**src/rtl/divider_arb_pkg.sv**
```systemverilog
// Shared state type and sizing helpers for the divider arbiter and its picker.
package divider_arb_pkg;

    typedef enum logic [1:0] {
        IDLE = 2'd0,
        WAIT = 2'd1,
        DONE = 2'd2
    } arb_state_t;

    localparam int DEFAULT_WIDTH    = 32;
    localparam int TIMEOUT_PER_BIT  = 2;

    // An iterative divider needs about one cycle per bit; give it twice that.
    function automatic int timeout_for(input int width);
        return TIMEOUT_PER_BIT * width;
    endfunction

    // Index width that never collapses to zero bits for tiny requester counts.
    function automatic int idx_width(input int n);
        return (n <= 2) ? 1 : $clog2(n);
    endfunction

endpackage

```
**src/rtl/divider_arbiter_rr_picker.sv**
```systemverilog
// Combinational round-robin picker: first set request strictly after last_grant,
// wrapping modulo NUM_REQ.
module rr_picker
    import divider_arb_pkg::*;
#(
    parameter int NUM_REQ = 4,
    parameter int IDX_W   = idx_width(NUM_REQ)
) (
    input  logic [NUM_REQ-1:0] req,
    input  logic [IDX_W-1:0]   last_grant,
    output logic [NUM_REQ-1:0] grant,
    output logic [IDX_W-1:0]   grant_idx,
    output logic               grant_any
);

    always_comb begin
        logic [IDX_W-1:0] cand;
        grant     = '0;
        grant_idx = '0;
        grant_any = 1'b0;
        cand      = '0;
        for (int k = 1; k <= NUM_REQ; k++) begin
            cand = IDX_W'((int'(last_grant) + k) % NUM_REQ);
            if (!grant_any && req[cand]) begin
                grant[cand] = 1'b1;
                grant_idx   = cand;
                grant_any   = 1'b1;
            end
        end
    end

endmodule

```
**src/rtl/divider_arbiter.sv**
```systemverilog
// Round-robin front end sharing one iterative divider between NUM_REQ clients.
// Build option DIV_ZERO_BYPASS_EN: zero divisors complete locally, divider never started.
//
// state | meaning
// IDLE  | nothing outstanding; grant when a request is up and the divider is free
// WAIT  | divider started; waiting for its done pulse or the watchdog
// DONE  | result captured; result pulse to the owner appears next cycle
module divider_arbiter
    import divider_arb_pkg::*;
#(
    parameter int WIDTH          = DEFAULT_WIDTH,
    parameter int NUM_REQ        = 4,
    parameter int TIMEOUT_CYCLES = timeout_for(WIDTH)
) (
    input  logic                     clk_in,
    input  logic                     rst_in,
    input  logic [NUM_REQ-1:0]       req_valid_in,
    input  logic [NUM_REQ*WIDTH-1:0] dividend_in,
    input  logic [NUM_REQ*WIDTH-1:0] divisor_in,
    output logic [NUM_REQ-1:0]       req_ready_out,
    output logic [NUM_REQ-1:0]       result_valid_out,
    output logic [WIDTH-1:0]         quotient_out,
    output logic [WIDTH-1:0]         remainder_out,
    output logic                     error_out,
    output logic                     busy_out,
    output logic [WIDTH-1:0]         div_dividend_out,
    output logic [WIDTH-1:0]         div_divisor_out,
    output logic                     div_valid_out,
    input  logic [WIDTH-1:0]         div_quotient_in,
    input  logic [WIDTH-1:0]         div_remainder_in,
    input  logic                     div_valid_in,
    input  logic                     div_error_in,
    input  logic                     div_busy_in
);

    localparam int               IDX_W    = idx_width(NUM_REQ);
    localparam int               CNT_W    = $clog2(TIMEOUT_CYCLES + 1);
    localparam logic [CNT_W-1:0] CNT_LAST = CNT_W'(TIMEOUT_CYCLES - 1);

    arb_state_t         state_q, state_d;
    logic [IDX_W-1:0]   last_grant_q, last_grant_d;
    logic [NUM_REQ-1:0] owner_q, owner_d;
    logic [CNT_W-1:0]   cnt_q, cnt_d;
    logic [WIDTH-1:0]   op_dividend_q, op_dividend_d;
    logic [WIDTH-1:0]   op_divisor_q, op_divisor_d;
    logic [WIDTH-1:0]   cap_quot_q, cap_quot_d;
    logic [WIDTH-1:0]   cap_rem_q, cap_rem_d;
    logic               cap_err_q, cap_err_d;
    logic [NUM_REQ-1:0] ready_q, ready_d;
    logic               start_q, start_d;
    logic [NUM_REQ-1:0] result_valid_q, result_valid_d;
    logic [WIDTH-1:0]   quotient_q, quotient_d;
    logic [WIDTH-1:0]   remainder_q, remainder_d;
    logic               error_q, error_d;

    logic [NUM_REQ-1:0] grant;
    logic [IDX_W-1:0]   grant_idx;
    logic               grant_any;
    logic               arb_go;
    logic               timeout;
    logic               bypass_zero;
    logic [WIDTH-1:0]   sel_dividend;
    logic [WIDTH-1:0]   sel_divisor;

    rr_picker #(
        .NUM_REQ (NUM_REQ),
        .IDX_W   (IDX_W)
    ) u_picker (
        .req        (req_valid_in),
        .last_grant (last_grant_q),
        .grant      (grant),
        .grant_idx  (grant_idx),
        .grant_any  (grant_any)
    );

    always_comb begin
        sel_dividend = '0;
        sel_divisor  = '0;
        for (int i = 0; i < NUM_REQ; i++) begin
            if (grant[i]) begin
                sel_dividend = dividend_in[i*WIDTH +: WIDTH];
                sel_divisor  = divisor_in[i*WIDTH +: WIDTH];
            end
        end
    end

    assign arb_go  = (state_q == IDLE) && grant_any && !div_busy_in;
    assign timeout = (cnt_q == CNT_LAST);

`ifdef DIV_ZERO_BYPASS_EN
    assign bypass_zero = (sel_divisor == '0);
`else
    assign bypass_zero = 1'b0;
`endif

    always_ff @(posedge clk_in) begin
        if (rst_in) begin
            state_q        <= IDLE;
            last_grant_q   <= IDX_W'(NUM_REQ - 1);
            owner_q        <= '0;
            cnt_q          <= '0;
            op_dividend_q  <= '0;
            op_divisor_q   <= '0;
            cap_quot_q     <= '0;
            cap_rem_q      <= '0;
            cap_err_q      <= 1'b0;
            ready_q        <= '0;
            start_q        <= 1'b0;
            result_valid_q <= '0;
            quotient_q     <= '0;
            remainder_q    <= '0;
            error_q        <= 1'b0;
        end else begin
            state_q        <= state_d;
            last_grant_q   <= last_grant_d;
            owner_q        <= owner_d;
            cnt_q          <= cnt_d;
            op_dividend_q  <= op_dividend_d;
            op_divisor_q   <= op_divisor_d;
            cap_quot_q     <= cap_quot_d;
            cap_rem_q      <= cap_rem_d;
            cap_err_q      <= cap_err_d;
            ready_q        <= ready_d;
            start_q        <= start_d;
            result_valid_q <= result_valid_d;
            quotient_q     <= quotient_d;
            remainder_q    <= remainder_d;
            error_q        <= error_d;
        end
    end

    always_comb begin
        state_d = state_q;
        case (state_q)
            IDLE:    if (arb_go) state_d = bypass_zero ? DONE : WAIT;
            WAIT:    if (div_valid_in || timeout) state_d = DONE;
            DONE:    state_d = IDLE;
            default: state_d = IDLE;
        endcase
    end

    always_comb begin
        last_grant_d   = last_grant_q;
        owner_d        = owner_q;
        cnt_d          = cnt_q;
        op_dividend_d  = op_dividend_q;
        op_divisor_d   = op_divisor_q;
        cap_quot_d     = cap_quot_q;
        cap_rem_d      = cap_rem_q;
        cap_err_d      = cap_err_q;
        ready_d        = '0;
        start_d        = 1'b0;
        result_valid_d = '0;
        quotient_d     = quotient_q;
        remainder_d    = remainder_q;
        error_d        = error_q;
        case (state_q)
            IDLE: begin
                cnt_d = '0;
                if (arb_go) begin
                    last_grant_d  = grant_idx;
                    owner_d       = grant;
                    op_dividend_d = sel_dividend;
                    op_divisor_d  = sel_divisor;
                    ready_d       = grant;
                    start_d       = !bypass_zero;
                    if (bypass_zero) begin
                        cap_quot_d = '1;
                        cap_rem_d  = sel_dividend;
                        cap_err_d  = 1'b1;
                    end
                end
            end
            WAIT: begin
                cnt_d = cnt_q + 1'b1;
                // A reply on the watchdog's last cycle still carries real data.
                if (div_valid_in) begin
                    cap_quot_d = div_quotient_in;
                    cap_rem_d  = div_remainder_in;
                    cap_err_d  = div_error_in;
                end else if (timeout) begin
                    cap_quot_d = '0;
                    cap_rem_d  = '0;
                    cap_err_d  = 1'b1;
                end
            end
            DONE: begin
                result_valid_d = owner_q;
                quotient_d     = cap_quot_q;
                remainder_d    = cap_rem_q;
                error_d        = cap_err_q;
            end
            default: ;
        endcase
    end

    assign req_ready_out    = ready_q;
    assign div_valid_out    = start_q;
    assign div_dividend_out = op_dividend_q;
    assign div_divisor_out  = op_divisor_q;
    assign result_valid_out = result_valid_q;
    assign quotient_out     = quotient_q;
    assign remainder_out    = remainder_q;
    assign error_out        = error_q;
    assign busy_out         = (state_q != IDLE);

endmodule
```
**config.mk**
```make
export PLATFORM = sky130hd
export DESIGN_NAME = divider_arbiter
export DESIGN_NICKNAME = d
export VERILOG_FILES = /design/src/rtl/divider_arb_pkg.sv /design/src/rtl/divider_arbiter_rr_picker.sv /design/src/rtl/divider_arbiter.sv
export SDC_FILE = /design/constraint.sdc
export NUM_CORES = 1
export LEC_CHECK = 0
export ABC_AREA = 0
export CAP_MARGIN = 20
export CORE_AREA = 2 2 179 181
export DETAILED_ROUTE_END_ITERATION = 10
export DIE_AREA = 0 0 181 183
export PLACE_DENSITY = 0.82
export RECOVER_POWER = 100
export REMOVE_ABC_BUFFERS = 1
export SLEW_MARGIN = 10
export SYNTH_ARGS = -nofsm -noshare
export SYNTH_HDL_FRONTEND = slang
export SYNTH_HIERARCHICAL = 1
export SYNTH_SLANG_ARGS = --single-unit
```
**constraint.sdc**
```tcl
create_clock -name clk_in -period 6.9 [get_ports clk_in]
set_clock_uncertainty 0.1 [all_clocks]
set_input_delay 0.69 -clock clk_in [delete_from_list [all_inputs] [get_ports clk_in]]
set_output_delay 0.69 -clock clk_in [all_outputs]
set_load 0.02 [all_outputs]
```
==> flow_metrics.tcl <==
set metrics [dict create \
    core_um2 31200 \
    startpoint_type "flip-flop" \
    synth_flop_cell "dfxtp_1" \
    port_buffers 467 \
    clkLatencyLatePin_ns 0.52 \
    num_vias 12200 \
    ios 468 \
    cts_made_buffers 24 \
    area_growth_pct 43.2 \
    ys_warn_count 6 \
    min_path_type "flip-flop to flip-flop" \
    pwr-share-seq 0.357 \
    grt_use_total 0.248 \
    hold_viol 0 \
    path_clk_slew_ns 0.06 \
    rsz0062_at_grt "false" \
    stdcell_count 2198 \
    h-tree-depth 1 \
    critical_path_class "flip-flop to flip-flop" \
    power_leakage_nw 6.24 \
    dp_hpwl_um 29400 \
    globalplace.congestion 0.887 \
    first_pass_iters 5 \
    p_int_mw 2.68 \
    p_sw_mw 1.23 \
    mostFrequentLayoutCells "clkdlybuf4s50_1 (325), dfxtp_1 (218), a21oi_1 (210), nand2_1 (150), dlygate4sd3_1 (140)" \
    syn_inst 1415 \
    die_x_um 181 \
    yosysSeqAreaShare 0.372 \
    wire_per_inst_um 19.8 \
    die_area_um2 33100 \
    fmax_ghz 0.183 \
    status "finished, violations left" \
    synth_cell_types 48 \
    cts_setup_buffers 0 \
    cp.required_ns 7.19 \
    cts_sinks 218 \
    clockPowerShare 0.332 \
    setup_viol 0 \
    grt_max_degree 131 \
    drc 0 \
    whs_ns 0.349 \
    powerDensity_nw_per_um2 232 \
    p_sw_frac 0.314 \
    ys_seq_elements 218 \
    wirelength_um 43500 \
    grt_pass1_vias 12000 \
    dp_cells 2152 \
    dpl-instance-area_um2 16300 \
    drv_slew 542 \
    avgSynthCellArea_um2 8.29 \
    tightest_slew_ns 4.11 \
    total_power_mw 3.91 \
    violations "capacitance limit, slew limit" \
    finish.instance_area_um2 16800 \
    num_rows 65 \
    async_reset_ff_frac 0 \
    critical_path.max_fanout 66 \
    vias_per_cell 5.56 \
    ir_drop_mv 0.171 \
    netlist_area_um2 11700 \
    cts_hold_buf 0 \
    min_period_ns 5.45 \
    tritoncts "yes" \
    clk_path_buf_depth 3 \
    worstPathArrival_ns 5.75 \
    max-slew-margin-rel -1.74 \
    fin_tns_setup_ns 0 \
    drt_iter0_drc 963 \
    synth_edf_count 0 \
    layout_commonest_cell "clkdlybuf4s50_1" \
    initial_core_util 0.376 \
    grt_first_pass_wirelength_um 66500 \
    grt-ovfl-total 0 \
    drv_cap 8 \
    ant_nets 0 \
    ctsResizeCount 0 \
    comb_power_share 0.310 \
    fin_crit_sh 0.790 \
    drive_gt1_frac 0.0737 \
    antenna_found_initial 8 \
    root_buffer "clkbuf_16" \
    die_h_um 183 \
    fin_nets 2114 \
    crit_path_end_kind "flip-flop" \
]
==> worst max-delay path, cell delays in order (launching register included) <==
cell	delay, ns
dfxtp_1	0.83
inv_1	0.23
ha_1	0.51
inv_1	0.26
a31oi_1	0.24
o31ai_1	0.25
a2111o_1	1.40
buf_4	0.70
a21oi_1	0.17
a221o_1	0.38
a211oi_1	0.20
==> stage by stage <==
| stage | util | setup slack [ns] |
|---|---|---|
| 2_1_floorplan | - | 1.56 |
| 4_1_cts | 0.548 | 2.28 |
| 5_1_grt | 0.538 | 1.09 |
| 3_3_place_gp | 0.523 | 2.16 |
| 6_report | 0.538 | 1.45 |
| 3_5_place_dp | 0.523 | 2.03 |
==> cell usage after synthesis, types with 6 or more instances <==
| library cell | count | area [um^2] |
|---|---|---|
| a211oi_2 | 63 | 788 |
| a21oi_1 | 206 | 1030 |
| a21oi_2 | 63 | 552 |
| a221o_1 | 64 | 641 |
| a22oi_1 | 65 | 488 |
| a31oi_1 | 6 | 37.5 |
| buf_1 | 11 | 41.3 |
| buf_2 | 34 | 170 |
| buf_6 | 18 | 203 |
| clkbuf_1 | 84 | 315 |
| dfxtp_1 | 218 | 4360 |
| ha_1 | 9 | 113 |
| inv_1 | 73 | 274 |
| nand2_1 | 150 | 563 |
| nand2b_1 | 7 | 43.8 |
| nand3b_1 | 68 | 510 |
| nand4_1 | 7 | 43.8 |
| nor2_1 | 73 | 274 |
| nor2b_1 | 68 | 425 |
| nor3b_1 | 6 | 45.0 |
| o21ai_0 | 69 | 345 |
| or3_1 | 7 | 43.8 |
==> cell families after synthesis <==
| logic type | Yosys count | share of synthesized area |
|---|---|---|
| AOI/OAI and AO/OA | 555 | 0.345 |
| xor gates and xnor gates | 3 | 0.00224 |
| adders and majority gates | 9 | 0.00960 |
| buffers and inverters | 220 | 0.0855 |
| DFF | 218 | 0.372 |
| muxes | 6 | 0.00736 |
| and+or+nand+nor | 404 | 0.178 |
==> flip-flops by register name, summed over array words and instances (netlist names), 2 cells and up <==
signal and count:
cap_quot_q 32, cap_rem_q 32, div_dividend_out 32, div_divisor_out 32
quotient_out 32, remainder_out 32, cnt_q 7, owner_q 4
req_ready_out 4, result_valid_out 4, last_grant_q 2, state_q 2
==> metal layers <==
metal	global-route usage	up-vias	wire, um
met1	0.297	5796	17200
met2	0.412	512	20200
met3	0.0719	126	3900
met5	0	-	73
met4	0.114	10	2100
li1	-	5774	-
==> final timing paths <==
path         slack, ns  depth (start not counted)                                end                    startpoint
max               1.45                         10  div_dividend_out[26]$_SDFFE_PP0P_  last_grant_q[0]$_SDFFE_PP1P_
min               0.35                          2       quotient_out[8]$_SDFFE_PP0N_  quotient_out[8]$_SDFFE_PP0N_
max reg2reg       1.45                         10  div_dividend_out[26]$_SDFFE_PP0P_  last_grant_q[0]$_SDFFE_PP1P_
min reg2reg       0.35                          2       quotient_out[8]$_SDFFE_PP0N_  quotient_out[8]$_SDFFE_PP0N_
==> final cells by class <==
class                           count  area [um^2]
Fill cell                        2861        14400
Multi-Input combinational cell    977         6100
Timing Repair Buffer              482         4770
Sequential cell                   218         4360
Clock buffer                       31          678
Tap cell                          402          503
Inverter                           73          274
Clock inverter                     10          105
Antenna cell                        5         12.5
==> power groups by stage <==
stage,Combinational [mW],Clock [mW],Sequential (mW)
floorplan,0.698,0,1.48
global placement,1.24,0,1.42
detailed placement,1.26,0,1.42
CTS,1.27,1.33,1.40
global route,1.30,1.38,1.41
finish,1.21,1.30,1.40
Power figures use the tool's default switching activity.
